## src/rtl/ps2_key_state_tracker_pkg.sv

```systemverilog
// Shared PS/2 constants and key index map for the key state tracker.
package ps2_key_state_tracker_pkg;

  // PS/2 scan code set 2 protocol bytes
  localparam logic [7:0] PS2_BREAK  = 8'hF0;
  localparam logic [7:0] PS2_EXT    = 8'hE0;
  localparam logic [7:0] PS2_BAT    = 8'hAA;
  localparam logic [7:0] PS2_ACK    = 8'hFA;
  localparam logic [7:0] PS2_RESEND = 8'hFE;
  localparam logic [7:0] PS2_ERR0   = 8'h00;
  localparam logic [7:0] PS2_ERR1   = 8'hFF;

  localparam int KEY_IDX_W = 5;
  localparam int NUMBER_OF_KEYBOARD_INPUTS = 29;

  // Key bitmap indices
  localparam logic [KEY_IDX_W-1:0] KEY_TILDA     = 5'd0;
  localparam logic [KEY_IDX_W-1:0] KEY_1         = 5'd1;
  localparam logic [KEY_IDX_W-1:0] KEY_2         = 5'd2;
  localparam logic [KEY_IDX_W-1:0] KEY_3         = 5'd3;
  localparam logic [KEY_IDX_W-1:0] KEY_4         = 5'd4;
  localparam logic [KEY_IDX_W-1:0] KEY_5         = 5'd5;
  localparam logic [KEY_IDX_W-1:0] KEY_6         = 5'd6;
  localparam logic [KEY_IDX_W-1:0] KEY_7         = 5'd7;
  localparam logic [KEY_IDX_W-1:0] KEY_8         = 5'd8;
  localparam logic [KEY_IDX_W-1:0] KEY_9         = 5'd9;
  localparam logic [KEY_IDX_W-1:0] KEY_0         = 5'd10;
  localparam logic [KEY_IDX_W-1:0] KEY_MINUS     = 5'd11;
  localparam logic [KEY_IDX_W-1:0] KEY_EQUALS    = 5'd12;
  localparam logic [KEY_IDX_W-1:0] KEY_BACKSPACE = 5'd13;
  localparam logic [KEY_IDX_W-1:0] KEY_TAB       = 5'd14;
  localparam logic [KEY_IDX_W-1:0] KEY_Q         = 5'd15;
  localparam logic [KEY_IDX_W-1:0] KEY_W         = 5'd16;
  localparam logic [KEY_IDX_W-1:0] KEY_E         = 5'd17;
  localparam logic [KEY_IDX_W-1:0] KEY_R         = 5'd18;
  localparam logic [KEY_IDX_W-1:0] KEY_T         = 5'd19;
  localparam logic [KEY_IDX_W-1:0] KEY_Y         = 5'd20;
  localparam logic [KEY_IDX_W-1:0] KEY_U         = 5'd21;
  localparam logic [KEY_IDX_W-1:0] KEY_I         = 5'd22;
  localparam logic [KEY_IDX_W-1:0] KEY_O         = 5'd23;
  localparam logic [KEY_IDX_W-1:0] KEY_P         = 5'd24;
  localparam logic [KEY_IDX_W-1:0] KEY_LBRACKET  = 5'd25;
  localparam logic [KEY_IDX_W-1:0] KEY_RBRACKET  = 5'd26;
  localparam logic [KEY_IDX_W-1:0] KEY_BACKSLASH = 5'd27;
  localparam logic [KEY_IDX_W-1:0] KEY_SPACE     = 5'd28;

endpackage

```

## src/rtl/ps2_key_state_tracker_lut.sv

```systemverilog
// Combinational scan code (set 2, non-extended) to key index lookup.
module ps2_scancode_lut
  import ps2_key_state_tracker_pkg::*;
(
  input  logic [7:0]           i_code,
  output logic                 o_hit,
  output logic [KEY_IDX_W-1:0] o_idx
);

  // Decode the tracked scan codes; everything else misses
  always_comb begin
    o_hit = 1'b1;
    o_idx = '0;
    case (i_code)
      8'h0E: o_idx = KEY_TILDA;
      8'h16: o_idx = KEY_1;
      8'h1E: o_idx = KEY_2;
      8'h26: o_idx = KEY_3;
      8'h25: o_idx = KEY_4;
      8'h2E: o_idx = KEY_5;
      8'h36: o_idx = KEY_6;
      8'h3D: o_idx = KEY_7;
      8'h3E: o_idx = KEY_8;
      8'h46: o_idx = KEY_9;
      8'h45: o_idx = KEY_0;
      8'h4E: o_idx = KEY_MINUS;
      8'h55: o_idx = KEY_EQUALS;
      8'h66: o_idx = KEY_BACKSPACE;
      8'h0D: o_idx = KEY_TAB;
      8'h15: o_idx = KEY_Q;
      8'h1D: o_idx = KEY_W;
      8'h24: o_idx = KEY_E;
      8'h2D: o_idx = KEY_R;
      8'h2C: o_idx = KEY_T;
      8'h35: o_idx = KEY_Y;
      8'h3C: o_idx = KEY_U;
      8'h43: o_idx = KEY_I;
      8'h44: o_idx = KEY_O;
      8'h4D: o_idx = KEY_P;
      8'h54: o_idx = KEY_LBRACKET;
      8'h5B: o_idx = KEY_RBRACKET;
      8'h5D: o_idx = KEY_BACKSLASH;
      8'h29: o_idx = KEY_SPACE;
      default: o_hit = 1'b0;
    endcase
  end

endmodule

```

## src/rtl/ps2_key_state_tracker.sv

```systemverilog
// Turns the PS/2 received-byte stream into a held-key bitmap and press/release pulses.
module ps2_key_state_tracker
  import ps2_key_state_tracker_pkg::*;
#(
  parameter int NUM_KEYS       = NUMBER_OF_KEYBOARD_INPUTS,
  parameter int PREFIX_TIMEOUT = 2_500_000,
  parameter int TMR_W          = 22
) (
  input  logic                 CLOCK_50,
  input  logic                 resetn,
  input  logic [7:0]           rx_data,
  input  logic                 rx_valid,
  output logic [NUM_KEYS-1:0]  key_state,
  output logic                 key_event,
  output logic [4:0]           key_event_idx,
  output logic                 key_event_press,
  output logic                 release_pulse,
  output logic                 any_key_down
);

  typedef enum logic [1:0] {S_IDLE, S_BRK, S_EXT, S_EXT_BRK} state_t;

  localparam logic [TMR_W-1:0] TMO_LAST = TMR_W'(PREFIX_TIMEOUT - 1);

  state_t                 r_state, w_state_next;
  logic [TMR_W-1:0]       r_tmr, w_tmr_next;
  logic [NUM_KEYS-1:0]    r_key_state, w_key_state_next;
  logic                   r_evt, w_evt_next;
  logic [KEY_IDX_W-1:0]   r_evt_idx, w_evt_idx_next;
  logic                   r_evt_press, w_evt_press_next;
  logic                   r_rel, w_rel_next;
  logic                   r_any;

  logic                   w_lut_hit;
  logic [KEY_IDX_W-1:0]   w_lut_idx;
  logic                   w_hit;
  logic [NUM_KEYS-1:0]    w_sel;
  logic                   w_held;

  ps2_scancode_lut u_lut (
    .i_code (rx_data),
    .o_hit  (w_lut_hit),
    .o_idx  (w_lut_idx)
  );

  // LUT entries beyond the bitmap width are treated as unmapped keys
  assign w_hit = w_lut_hit && (int'(w_lut_idx) < NUM_KEYS);

  // One-hot select of the addressed key bit
  generate
    for (genvar gi = 0; gi < NUM_KEYS; gi++) begin : g_sel
      assign w_sel[gi] = w_hit && (w_lut_idx == KEY_IDX_W'(gi));
    end
  endgenerate

  assign w_held = |(r_key_state & w_sel);

  // Next-state decode: prefix FSM, timeout counter, bitmap and event strobes
  always_comb begin
    w_state_next     = r_state;
    w_tmr_next       = r_tmr;
    w_key_state_next = r_key_state;
    w_evt_next       = 1'b0;
    w_evt_idx_next   = r_evt_idx;
    w_evt_press_next = r_evt_press;
    w_rel_next       = 1'b0;
    if (rx_valid) begin
      // An incoming byte always wins over a coincident timeout
      w_tmr_next = '0;
      case (r_state)
        S_IDLE: begin
          if (rx_data == PS2_BREAK) begin
            w_state_next = S_BRK;
          end else if (rx_data == PS2_EXT) begin
            w_state_next = S_EXT;
          end else if (rx_data == PS2_ERR0 || rx_data == PS2_ERR1) begin
            w_key_state_next = '0;
          end else if (w_hit && !w_held) begin
            w_key_state_next = r_key_state | w_sel;
            w_evt_next       = 1'b1;
            w_evt_idx_next   = w_lut_idx;
            w_evt_press_next = 1'b1;
          end
        end
        S_BRK: begin
          w_state_next = S_IDLE;
          w_rel_next   = 1'b1;
          if (w_held) begin
            w_key_state_next = r_key_state & ~w_sel;
            w_evt_next       = 1'b1;
            w_evt_idx_next   = w_lut_idx;
            w_evt_press_next = 1'b0;
          end
        end
        S_EXT: begin
          w_state_next = (rx_data == PS2_BREAK) ? S_EXT_BRK : S_IDLE;
        end
        default: begin
          // Extended key release: reported as a break, but extended keys are not tracked
          w_state_next = S_IDLE;
          w_rel_next   = 1'b1;
        end
      endcase
    end else if (r_state != S_IDLE) begin
      if (r_tmr == TMO_LAST) begin
        w_state_next = S_IDLE;
        w_tmr_next   = '0;
      end else if (r_tmr != '1) begin
        w_tmr_next = r_tmr + 1'b1;
      end
    end
  end

  // State and registered outputs
  always_ff @(posedge CLOCK_50 or negedge resetn) begin
    if (!resetn) begin
      r_state     <= S_IDLE;
      r_tmr       <= '0;
      r_key_state <= '0;
      r_evt       <= 1'b0;
      r_evt_idx   <= '0;
      r_evt_press <= 1'b0;
      r_rel       <= 1'b0;
      r_any       <= 1'b0;
    end else begin
      r_state     <= w_state_next;
      r_tmr       <= w_tmr_next;
      r_key_state <= w_key_state_next;
      r_evt       <= w_evt_next;
      r_evt_idx   <= w_evt_idx_next;
      r_evt_press <= w_evt_press_next;
      r_rel       <= w_rel_next;
      r_any       <= |w_key_state_next;
    end
  end

  assign key_state       = r_key_state;
  assign key_event       = r_evt;
  assign key_event_idx   = r_evt_idx;
  assign key_event_press = r_evt_press;
  assign release_pulse   = r_rel;
  assign any_key_down    = r_any;

endmodule

```

## config.mk

```make
export PLATFORM = sky130hd
export DESIGN_NAME = ps2_key_state_tracker
export DESIGN_NICKNAME = d
export VERILOG_FILES = /design/src/rtl/ps2_key_state_tracker_pkg.sv /design/src/rtl/ps2_key_state_tracker_lut.sv /design/src/rtl/ps2_key_state_tracker.sv
export SDC_FILE = /design/constraint.sdc
export NUM_CORES = 1
export LEC_CHECK = 0
export BUFFER_PORTS_ARGS = -buffer_cell sky130_fd_sc_hd__buf_2
export CORE_MARGIN = 5
export CORE_UTILIZATION = 60
export DETAILED_ROUTE_END_ITERATION = 8
export GPL_ROUTABILITY_DRIVEN = 0
export PLACE_DENSITY = 0.81
export RECOVER_POWER = 50
export SLEW_MARGIN = 10
export SYNTH_ARGS = -nofsm -noshare
export SYNTH_HDL_FRONTEND = slang
export SYNTH_HIERARCHICAL = 1
export SYNTH_SLANG_ARGS = --single-unit
export TNS_END_PERCENT = 100
```

## constraint.sdc

```tcl
create_clock -name CLOCK_50 -period 5.5 [get_ports CLOCK_50]
set_input_delay 1.1 -clock CLOCK_50 [delete_from_list [all_inputs] [get_ports CLOCK_50]]
set_output_delay 1.1 -clock CLOCK_50 [all_outputs]
set_load 0.005 [all_outputs]
```

* Word-level counts from Yosys, hierarchy flattened
Index checks and enable logic that the tools add are counted. Widths: inputs -> output; s select.
Storage, ports and cells: flip-flop bits (word level) 62, bits of input ports 11, output and inout port bits 38, word-level logic and storage cells 173
Operators by class: add/subtract/negate cells 1, $lt $le $gt $ge 1, equality and inequality tests 70, mux-type cells 41, bitwise gates (word level) 4, reduce and logical (&&, ||, !) cells 48
Operator list (count):
- $mux 29 | 6
- $pmux 5 s28 | 1
- $eq 8x6->1 const B | 12
- $eq 8x7->1 const B | 11
- $mux 22 | 4
- $reduce_or 29->1 | 3
- $eq 5x5->1 const B | 13
- $and 29x29->29 | 2
- $pmux 29 s2 | 1
- $eq 5x4->1 const B | 8
- $eq 8x5->1 const B | 4
- $logic_and 1x1->1 | 31
- $not 29->29 | 1
- $or 29x29->29 | 1
- $mux 5 | 5
- $eq 8x8->1 const B | 3
- $add 22x1->22 const B | 1
- $eq 22x22->1 const B | 1
- $ne 22x22->1 const B | 1
- $eq 5x3->1 const B | 4
- $eq 8x4->1 const B | 2
- $mux 1 | 14
- $mux 2 | 6
- $eq 5x2->1 const B | 2
- other kinds (20) | 28

* Depth between registers and ports, before layout
Gate-level depths: netlist of the first run.
depth in word-level cells 16, depth in mapped cells 17

* Hierarchy
Netlist of the first run, hierarchy kept.
Modules (own cells, without submodules):
- ps2_key_state_tracker | times used 1, cells an instance 430, area an instance 3890.0 um^2, sequential area each 1551.5 um^2
- ps2_scancode_lut | times used 1, cells an instance 98, area an instance 713.2 um^2, sequential area each 0.0 um^2

* Worst setup path after synthesis of the first run
OpenSTA, ideal clock, no wires.
path type input to register, start input port rx_data[4], end register r_evt_idx[0], in the netlist key_event_idx[0], setup time 0.125 ns, data arrival time 3.965 ns, data required time 5.375 ns, setup slack 1.410 ns, cell stages on the path 14, buffers on the path 4, path through buf_2 buf_4 nor2_1 a221oi_2 or3b_1 nand4_1 buf_6 mux2_2 a41oi_1 nand4_4 o211a_1 or2_1 buf_6 mux2_4
On the way: longest elaborated chain between the ends 11
RTL lines:
- start, declared | RTL line ps2_key_state_tracker.sv:11 | input logic [7:0] rx_data,
- $eq 8x6->1, or another cell as far along | RTL line ps2_key_state_tracker_lut.sv:14 | case (i_code)
- $pmux 5 s28 (*) | RTL line ps2_key_state_tracker_lut.sv:14
- via w_lut_idx[2] | RTL line ps2_key_state_tracker.sv:35 | logic [KEY_IDX_W-1:0] w_lut_idx;
- $lt 5x5->1 | RTL line ps2_key_state_tracker.sv:47 | assign w_hit = w_lut_hit && (int'(w_lut_idx) < NUM_KEYS);
- $logic_and 1x1->1 | RTL line ps2_key_state_tracker.sv:47
- $logic_and 1x1->1 | RTL line ps2_key_state_tracker.sv:52 | assign w_sel[gi] = w_hit && (w_lut_idx == KEY_IDX_W'(gi));
- $and 29x29->29 | RTL line ps2_key_state_tracker.sv:56 | assign w_held = |(r_key_state & w_sel);
- $reduce_or 29->1 | RTL line ps2_key_state_tracker.sv:56
- $logic_not 1->1 | RTL line ps2_key_state_tracker.sv:78 | end else if (w_hit && !w_held) begin
- $logic_and 1x1->1 | RTL line ps2_key_state_tracker.sv:78
- $ne 2x2->1 (no line)
- $reduce_and 7->1 (no line) (*)
- end signal, assigned | RTL line ps2_key_state_tracker.sv:130 | r_evt_idx <= w_evt_idx_next;
- end, declared | RTL line ps2_key_state_tracker.sv:29 | logic [KEY_IDX_W-1:0] r_evt_idx, w_evt_idx_next;
The timed path passes the listed nets; every way through them passes the cells marked *. The select of a mux whose other input is x is not followed. A chain may end at the register's enable or synchronous reset.

* Worst setup path after layout of the first run
start input port rx_data[6], end register r_evt_idx[0], in the netlist key_event_idx[0]
Same word-level chain as after synthesis.

==> results of run 1 <==
[report_power, final]
part | total, mW | leakage, nW | internal (mW) | switching, mW
combinational | 0.184 | 1.21 | 0.0681 | 0.116
sequential | 0.491 | 0.815 | 0.475 | 0.0165
clock | 0.412 | 0.0956 | 0.210 | 0.202
[state kept, by name, summed over array words and instances (netlist names)]
name	count
r_tmr	22
key_event	1
key_event_idx	5
release_pulse	1
any_key_down	1
key_state	29
r_state	2
key_event_press	1
[Yosys cell counts, drive strengths merged (7+ instances only)]
cell type / count
a21oi: 41
a31oi: 15
and2: 7
and3: 9
buf: 22
clkbuf: 16
dfrtp: 62
inv: 8
mux2: 10
nand2: 40
nand2b: 10
nand3: 17
nand4: 15
nor2: 42
nor2b: 10
nor3: 7
nor4: 7
nor4bb: 8
o21ai: 56
o31ai: 9
xor2: 11
[how the worst max path moves through the flow]
stage	from	to	slack, ns	cells after the start
after detailed placement	rx_data[6]	key_event_idx[4]	0.59	13
after CTS	rx_data[6]	key_event_idx[4]	0.96	13
after floorplan	rx_data[4]	key_event_idx[0]	1.41	14
after global placement	rx_data[6]	key_event_idx[3]	0.70	13
after global routing	rx_data[6]	key_event_idx[0]	0.55	13
final	rx_data[6]	key_event_idx[0]	0.86	13
[metal layers]
| layer | global-route usage | vias up | routed length [um] |
|---|---|---|---|
| li1 | - | 2072 | - |
| met1 | 0.3590 | 2198 | 5102 |
| met2 | 0.4349 | 357 | 6026 |
| met3 | 0.06317 | 77 | 1400 |
| met4 | 0.1331 | 0 | 621 |
| met5 | 0 | - | 0 |
[through the flow]
stage,total power [mW],utilization,hold WS (ns),std cells
after detailed placement,0.6797,0.6368,0.4897,655
after global routing,1.133,0.6610,0.5405,671
after floorplan,0.6158,-,0.4635,528
after global placement,0.6730,0.6368,0.4870,655
final,1.087,0.6610,0.5041,671
after CTS,1.086,0.6627,0.5093,671
[cells by family (layout without fill, tap and decap cells)]
group,Yosys count,count (layout),share of synthesized area
mux,16,16,0.04159
xor+xnor,14,14,0.02664
flops,62,62,0.3370
compound gates,167,167,0.2365
fa+ha+maj,1,1,0.002718
simple gates,222,222,0.2971
buf+inv,46,87,0.05844
[worst min-delay path, stage by stage, from the launching register on]
cell and delay (ns):
sky130_fd_sc_hd__dfrtp_1 0.37, sky130_fd_sc_hd__nand2_1 0.05, sky130_fd_sc_hd__nand2_1 0.05
[final cells by class]
| type | count | area (sq um) | area share |
|---|---|---|---|
| clock inverters | 7 | 72.57 | 0.01443 |
| inverters | 8 | 30.03 | 0.005972 |
| flip-flops and latches | 62 | 1551 | 0.3085 |
| clock buffers | 9 | 123.9 | 0.02463 |
| multi-input cells | 420 | 2783 | 0.5534 |
| well taps | 102 | 127.6 | 0.02538 |
| repair buffers | 63 | 340.3 | 0.06768 |
==> metrics.md, run 1 <==
| Metric | Value |
|---|---|
| Number of vias after detailed routing | approximately 4.7k |
| Arrival time of data at the critical path endpoint | 4.89 ns |
| Mapped Area | 0.004603 sq mm |
| Largest delay contributor family on the critical path | simple AND/OR/NAND/NOR gates |
| Top-level I/O count | 49 |
| Horiz. Die Dim | 97.59 um |
| Length in cells of the worst reg-to-reg path | 7 |
| Antenna violations before repair | 0 |
| Measured slew at the worst slew-check pin | about 3.3 ns |
| Vias per std cell | ~7 |
| Cell type with the highest aggregate area in the netlist | sky130_fd_sc_hd__dfrtp_1 |
| MaxCap Viol Count | 1 |
| Instance area at placement | about 0.0048 sq mm |
| Fraction of synthesized cell area taken by the top area cell type | 0.3370 |
| Routed wire length | 13150 um |
| Post-route setup slack | 0.8586 ns |
| Number of global-route vias before repair | around 4.5k |
| Slowest cell on the critical path | sky130_fd_sc_hd__nor4b_2 |
| Post-CTS Setup Bufs | 0 |
| CP bufs+invs | 2 |
| Dominant cell type by count on the critical path | sky130_fd_sc_hd__mux2i_1 |
| Violated checks | max-capacitance violations, max-slew violations |
| Setup CP Type | input port to flop |
| Cell types occupying the most area after synthesis | sky130_fd_sc_hd__dfrtp_1 34%, sky130_fd_sc_hd__o21ai_0 5.0%, sky130_fd_sc_hd__a21oi_1 4.3% |
| Cell row count | 32 |
| Number of antenna repair diodes | 0 |
| Crit path capture type | flop |
| Per-cell routed wire length | 19.60 um |
| Placement-stage worst setup slack | between 0.5 and 0.6 ns |
| Count of cell types in the netlist | 85 |
| Post-route cell area | 0.005029 sq mm |
| Worst clock skew | 0.01638 ns |
| Pin count of the biggest net entering global routing | 63 |
| Highest clock rate | roughly 220 MHz |
| Fraction of final layout cells sized beyond drive strength 1 | 0.1828 |
| Most frequent standard cell in the layout excluding fill and tap cells | sky130_fd_sc_hd__dfrtp_1 |
| Largest vdd supply drop | between 0.1 and 0.15 mV |
| Fin Setup TNS | 0 ns |
| CTS Root Buffer Type | sky130_fd_sc_hd__clkbuf_8 |
| Sequence of cells on the critical path | buf_2 > nor4b_2 > mux2i_1 > or3b_1 > nand4_1 > buf_4 > mux2i_1 > o32ai_1 > a222oi_1 > nand2_2 > a2111oi_4 > or2_1 > mux2_4 |
| Worst min path class | flop to flop |
| Antenna-violating nets left | 0 |
| Maximum fanout count along the critical path | 20 |
| Detailed placement HPWL | approximately 9000 um |
| First-pass GRT wire length | 21850 um |
| Crit start category | input port |
| TritonCTS buffer count | 9 |
| Aggregate global-route resource usage | 0.2764 |
| Clock tree from TritonCTS | done |
| Share of async-settable or async-resettable flops after synthesis | 1.000 |
| Critical Path RT | 5.75 ns |
| Main flop type after synthesis | sky130_fd_sc_hd__dfrtp_1 |
| Final Net Count | approximately 580 |
| Post-CTS Hold Buffers | 0 |
| Final critical-path share of the clock period | 0.8439 |
| Final setup violating endpoints | 0 |
| Final Max Tran Viols | 63 |
| Clock input transition at the sequential cells of the worst setup and hold paths | approximately 0.080 ns |
| Area added between synthesis and finish | 9.242% |
| Starting DRT DRC Count | 535 |
| Number of fillers in the final layout | 617 |
| Sequential element share of the synthesized area | 0.3370 |
| Yosys warns | 6 |
| H-tree levels | 3 |
| Total of cells resized after clock tree synthesis | 0 |
| Hold Fails Final Rpt | 0 |
| Synthesis-stage register bit count | slightly above 60 |
| DRC violation count after routing | 0 |
| Core area | between 0.007 and 0.008 sq mm |
| Synth Area per Inst | between 8 and 9 sq um |
| Area enclosed by the die boundary | 0.009524 sq mm |
| Drt first pass iters | 5 |
| Starting utilization of the core area | 0.6051 |
| Destination of the worst register-to-register timing path | key_event_idx[0] |
| Worst hold path startpoint | r_tmr[1] |
| Cells after Synth | about 530 |
| Peak per-stage delay on the critical path | roughly 0.4 ns |
| Slack of the worst reg-to-reg path | between 2 and 2.5 ns |
| Count of cells along the worst hold path | 2 |
| Port bufs | 48 |
| Unrepaired setup endpoints after global routing | false |
| Hold-critical path endpoint | r_tmr[1] |
| Static leakage | ~2.1 nW |
| Number of flops mapped to enable cells by yosys | 0 |
| Maximum buffer depth of the clock tree | 2 |
| Post-layout min period | about 4.6 ns |
| Die Ht | 97.59 um |
| Clock sink total | 62 |
| Status | complete, but fails checks |
| Clk_lat worst skew | 0.36 ns |
| Total global routing overflow | 0 |
| Commonest cells after routing, fill and taps aside | 62 x sky130_fd_sc_hd__dfrtp_1, 46 x sky130_fd_sc_hd__o21ai_0, 42 x sky130_fd_sc_hd__nor2_1 |
| Worst max-slew margin expressed relative to the limit | -1.181 |
| Worst reg2reg path startpoint | r_state[1] |
| Power density normalized to cell area | approximately 220 mW/mm^2 |
| Post-synthesis net count | 540 |
No activity file was read; power rests on OpenSTA's default activity.
==> run 2: changes to the inputs <==
==> constraint.sdc (replaced) <==
create_clock -name CLOCK_50 -period 4.74 [get_ports CLOCK_50]
set_input_delay 0.948 -clock CLOCK_50 [delete_from_list [all_inputs] [get_ports CLOCK_50]]
set_output_delay 0.948 -clock CLOCK_50 [all_outputs]
set_load 0.005 [all_outputs]
==> metrics.md, run 2 (synthesis gave the netlist of run 1 again) <==
| Metric | Value |
|---|---|
| Status | complete, but fails checks |
| Violated checks | max-capacitance violations, max-slew violations |
| Arrival time of data at the critical path endpoint | 4.56 ns |
| Hold Fails Final Rpt | 0 |
| Final Net Count | slightly below 600 |
| Number of antenna repair diodes | 0 |
| Routed wire length | around 13000 um |
| Worst min path class | flop to flop |
| Fin Setup TNS | 0 ns |
| CTS Root Buffer Type | sky130_fd_sc_hd__clkbuf_8 |
| Horiz. Die Dim | between 90 and 100 um |
| Largest vdd supply drop | between 0.1 and 0.15 mV |
| Area enclosed by the die boundary | approximately 0.0095 sq mm |
| Detailed placement HPWL | ~9100 um |
| Highest clock rate | 231.8 MHz |
| Number of global-route vias before repair | roughly 4.3k |
| Number of flip-flops under the largest register name | 29 |
| Fraction of power consumed by the clock network | 0.408 |
| Post-layout min period | 4.314 ns |
| Core area | about 0.0076 sq mm |
| Number of fillers in the final layout | ~610 |
| Measured slew at the worst slew-check pin | around 3.2 ns |
| Clk_lat worst skew | between 0.3 and 0.4 ns |
| Static leakage | roughly 2.2 nW |
| Starting utilization of the core area | 0.6051 |
| Crit start category | input port |
| Fraction of final layout cells sized beyond drive strength 1 | 0.1966 |
| Worst hold margin | 0.5158 ns |
| Drt first pass iters | 7 |
| Worst max-slew margin expressed relative to the limit | -1.119 |
| CP bufs+invs | 3 |
| Post-CTS Hold Buffers | 0 |
| Clock input transition at the sequential cells of the worst setup and hold paths | approximately 0.08 ns |
| Starting DRT DRC Count | 517 |
| Relative contribution of combinational cells to total power | 0.163 |
| Sequence of cells on the critical path | buf_2 > nand2b_1 > o22ai_1 > o2111ai_1 > nand3_1 > nand4b_1 > buf_4 > inv_1 > nor3_1 > a222oi_1 > nand2_2 > a2111oi_4 > or2_1 > mux2_4 |
| Number of vias after detailed routing | 4641 |
| Vias per std cell | around 6.8 |
| Maximum fanout count along the critical path | 21 |
| Per-cell routed wire length | 19.02 um |
| First-pass GRT wire length | around 22000 um |
| Clock tree from TritonCTS | done |
| Switching Share | 0.2953 |
| Aggregate global-route resource usage | 0.2721 |
| Total global routing overflow | 0 |
| Unrepaired setup endpoints after global routing | false |
| Register cell area after layout | about 0.0016 sq mm |
| Port bufs | 48 |
| Total of cells resized after clock tree synthesis | 0 |
| Antenna violations before repair | 0 |
| Maximum buffer depth of the clock tree | 2 |
| Final critical-path share of the clock period | 0.9101 |
| Largest delay contributor family on the critical path | simple AND/OR/NAND/NOR gates |
| H-tree levels | 3 |
| MaxCap Viol Count | 1 |
| Slowest cell on the critical path | sky130_fd_sc_hd__a222oi_1 |
| Area added between synthesis and finish | 11.93% |
| Crit path capture type | flop |
| Final Max Tran Viols | 63 |
| Power density normalized to cell area | around 260 mW/mm^2 |
| Antenna-violating nets left | 0 |
| Commonest cells after routing, fill and taps aside | 62 x sky130_fd_sc_hd__dfrtp_1, 46 x sky130_fd_sc_hd__o21ai_0, 42 x sky130_fd_sc_hd__nor2_1 |
| Critical Path RT | 4.99 ns |
| Post-CTS Setup Bufs | 0 |
| TritonCTS buffer count | 9 |
| Die Ht | roughly 98 um |
| Switching pwr | roughly 0.39 mW |
| Final setup violating endpoints | 0 |
| Worst clock skew | ~0.017 ns |
| Post-placement cell count | approximately 670 |
| Share of total power in sequential cells | 0.428 |
| Top-level I/O count | approximately 50 |
| Area used by multi-input combinational logic | roughly 0.0028 sq mm |
| Most frequent standard cell in the layout excluding fill and tap cells | sky130_fd_sc_hd__dfrtp_1 |
| DRC violation count after routing | 0 |
| Final standard cell count with taps included and fillers excluded | 682 |
| Setup CP Type | input port to flop |
| Clock sink total | 62 |
| Cell row count | 32 |
| Cell internal power dissipation | about 0.94 mW |
| Pin count of the biggest net entering global routing | 63 |
| Peak per-stage delay on the critical path | 0.46 ns |
## run 2: worst reg2reg max path: stages, from the launching register on
cell                        delay, ns
sky130_fd_sc_hd__dfrtp_1         0.45
sky130_fd_sc_hd__nand2b_2        0.29
sky130_fd_sc_hd__a21oi_2         0.35
sky130_fd_sc_hd__nor3b_4         0.53
sky130_fd_sc_hd__nand2_2         0.14
sky130_fd_sc_hd__a2111oi_4       0.38
sky130_fd_sc_hd__or2_1           0.36
sky130_fd_sc_hd__mux2_4          0.34
## run 2: power groups by stage
stage	clock, mW	combinational [mW]	sequential (mW)
after detailed placement	0	0.214	0.580
after global routing	0.574	0.235	0.574
after global placement	0	0.207	0.579
after floorplan	0	0.137	0.577
after CTS	0.548	0.215	0.570
final	0.543	0.217	0.570
## run 2: path summary, 6_finish.rpt
kind	depth (start not counted)	slack (ns)	to	from
setup / recovery	14	0.43	key_event_idx[4]	rx_data[5]
hold / removal	1	0.52	r_tmr[0]	r_tmr[0]
setup reg to reg	7	1.80	key_event_idx[4]	r_state[1]
hold reg to reg	1	0.52	r_tmr[0]	r_tmr[0]
max in group asynchronous	2	1.21	r_state[0]	resetn
min in group asynchronous	2	1.73	key_state[16]	resetn
## run 2: layout make-up
cell class,instances,share of cell area
clock inverter,7,0.01991
sequential,62,0.3011
clock buffer,9,0.02404
inverter,8,0.005828
timing repair buffer,74,0.08426
multi-input combinational,420,0.5401
tap,102,0.02477
## run 2: through the flow
| stage | cell area, sq um | setup WS (ns) | total power [mW] | util |
|---|---|---|---|---|
| after floorplan | 4603 | 0.8019 | 0.7145 | - |
| final | 5152 | 0.4263 | 1.330 | 0.6773 |
| after global routing | 5152 | 0.1841 | 1.382 | 0.6773 |
| after detailed placement | 4940 | 0.1298 | 0.7937 | 0.6493 |
| after global placement | 4940 | 0.2449 | 0.7868 | 0.6493 |
| after CTS | 5166 | 0.4870 | 1.332 | 0.6791 |
## run 2: per-layer routing
| metal | wire length [um] | global-route usage | vias up |
|---|---|---|---|
| li1 | - | - | 2086 |
| met1 | 5183 | 0.3633 | 2190 |
| met2 | 5958 | 0.4249 | 302 |
| met3 | 1254 | 0.05887 | 63 |
| met4 | 573 | 0.1182 | 0 |
| met5 | 0 | 0 | - |
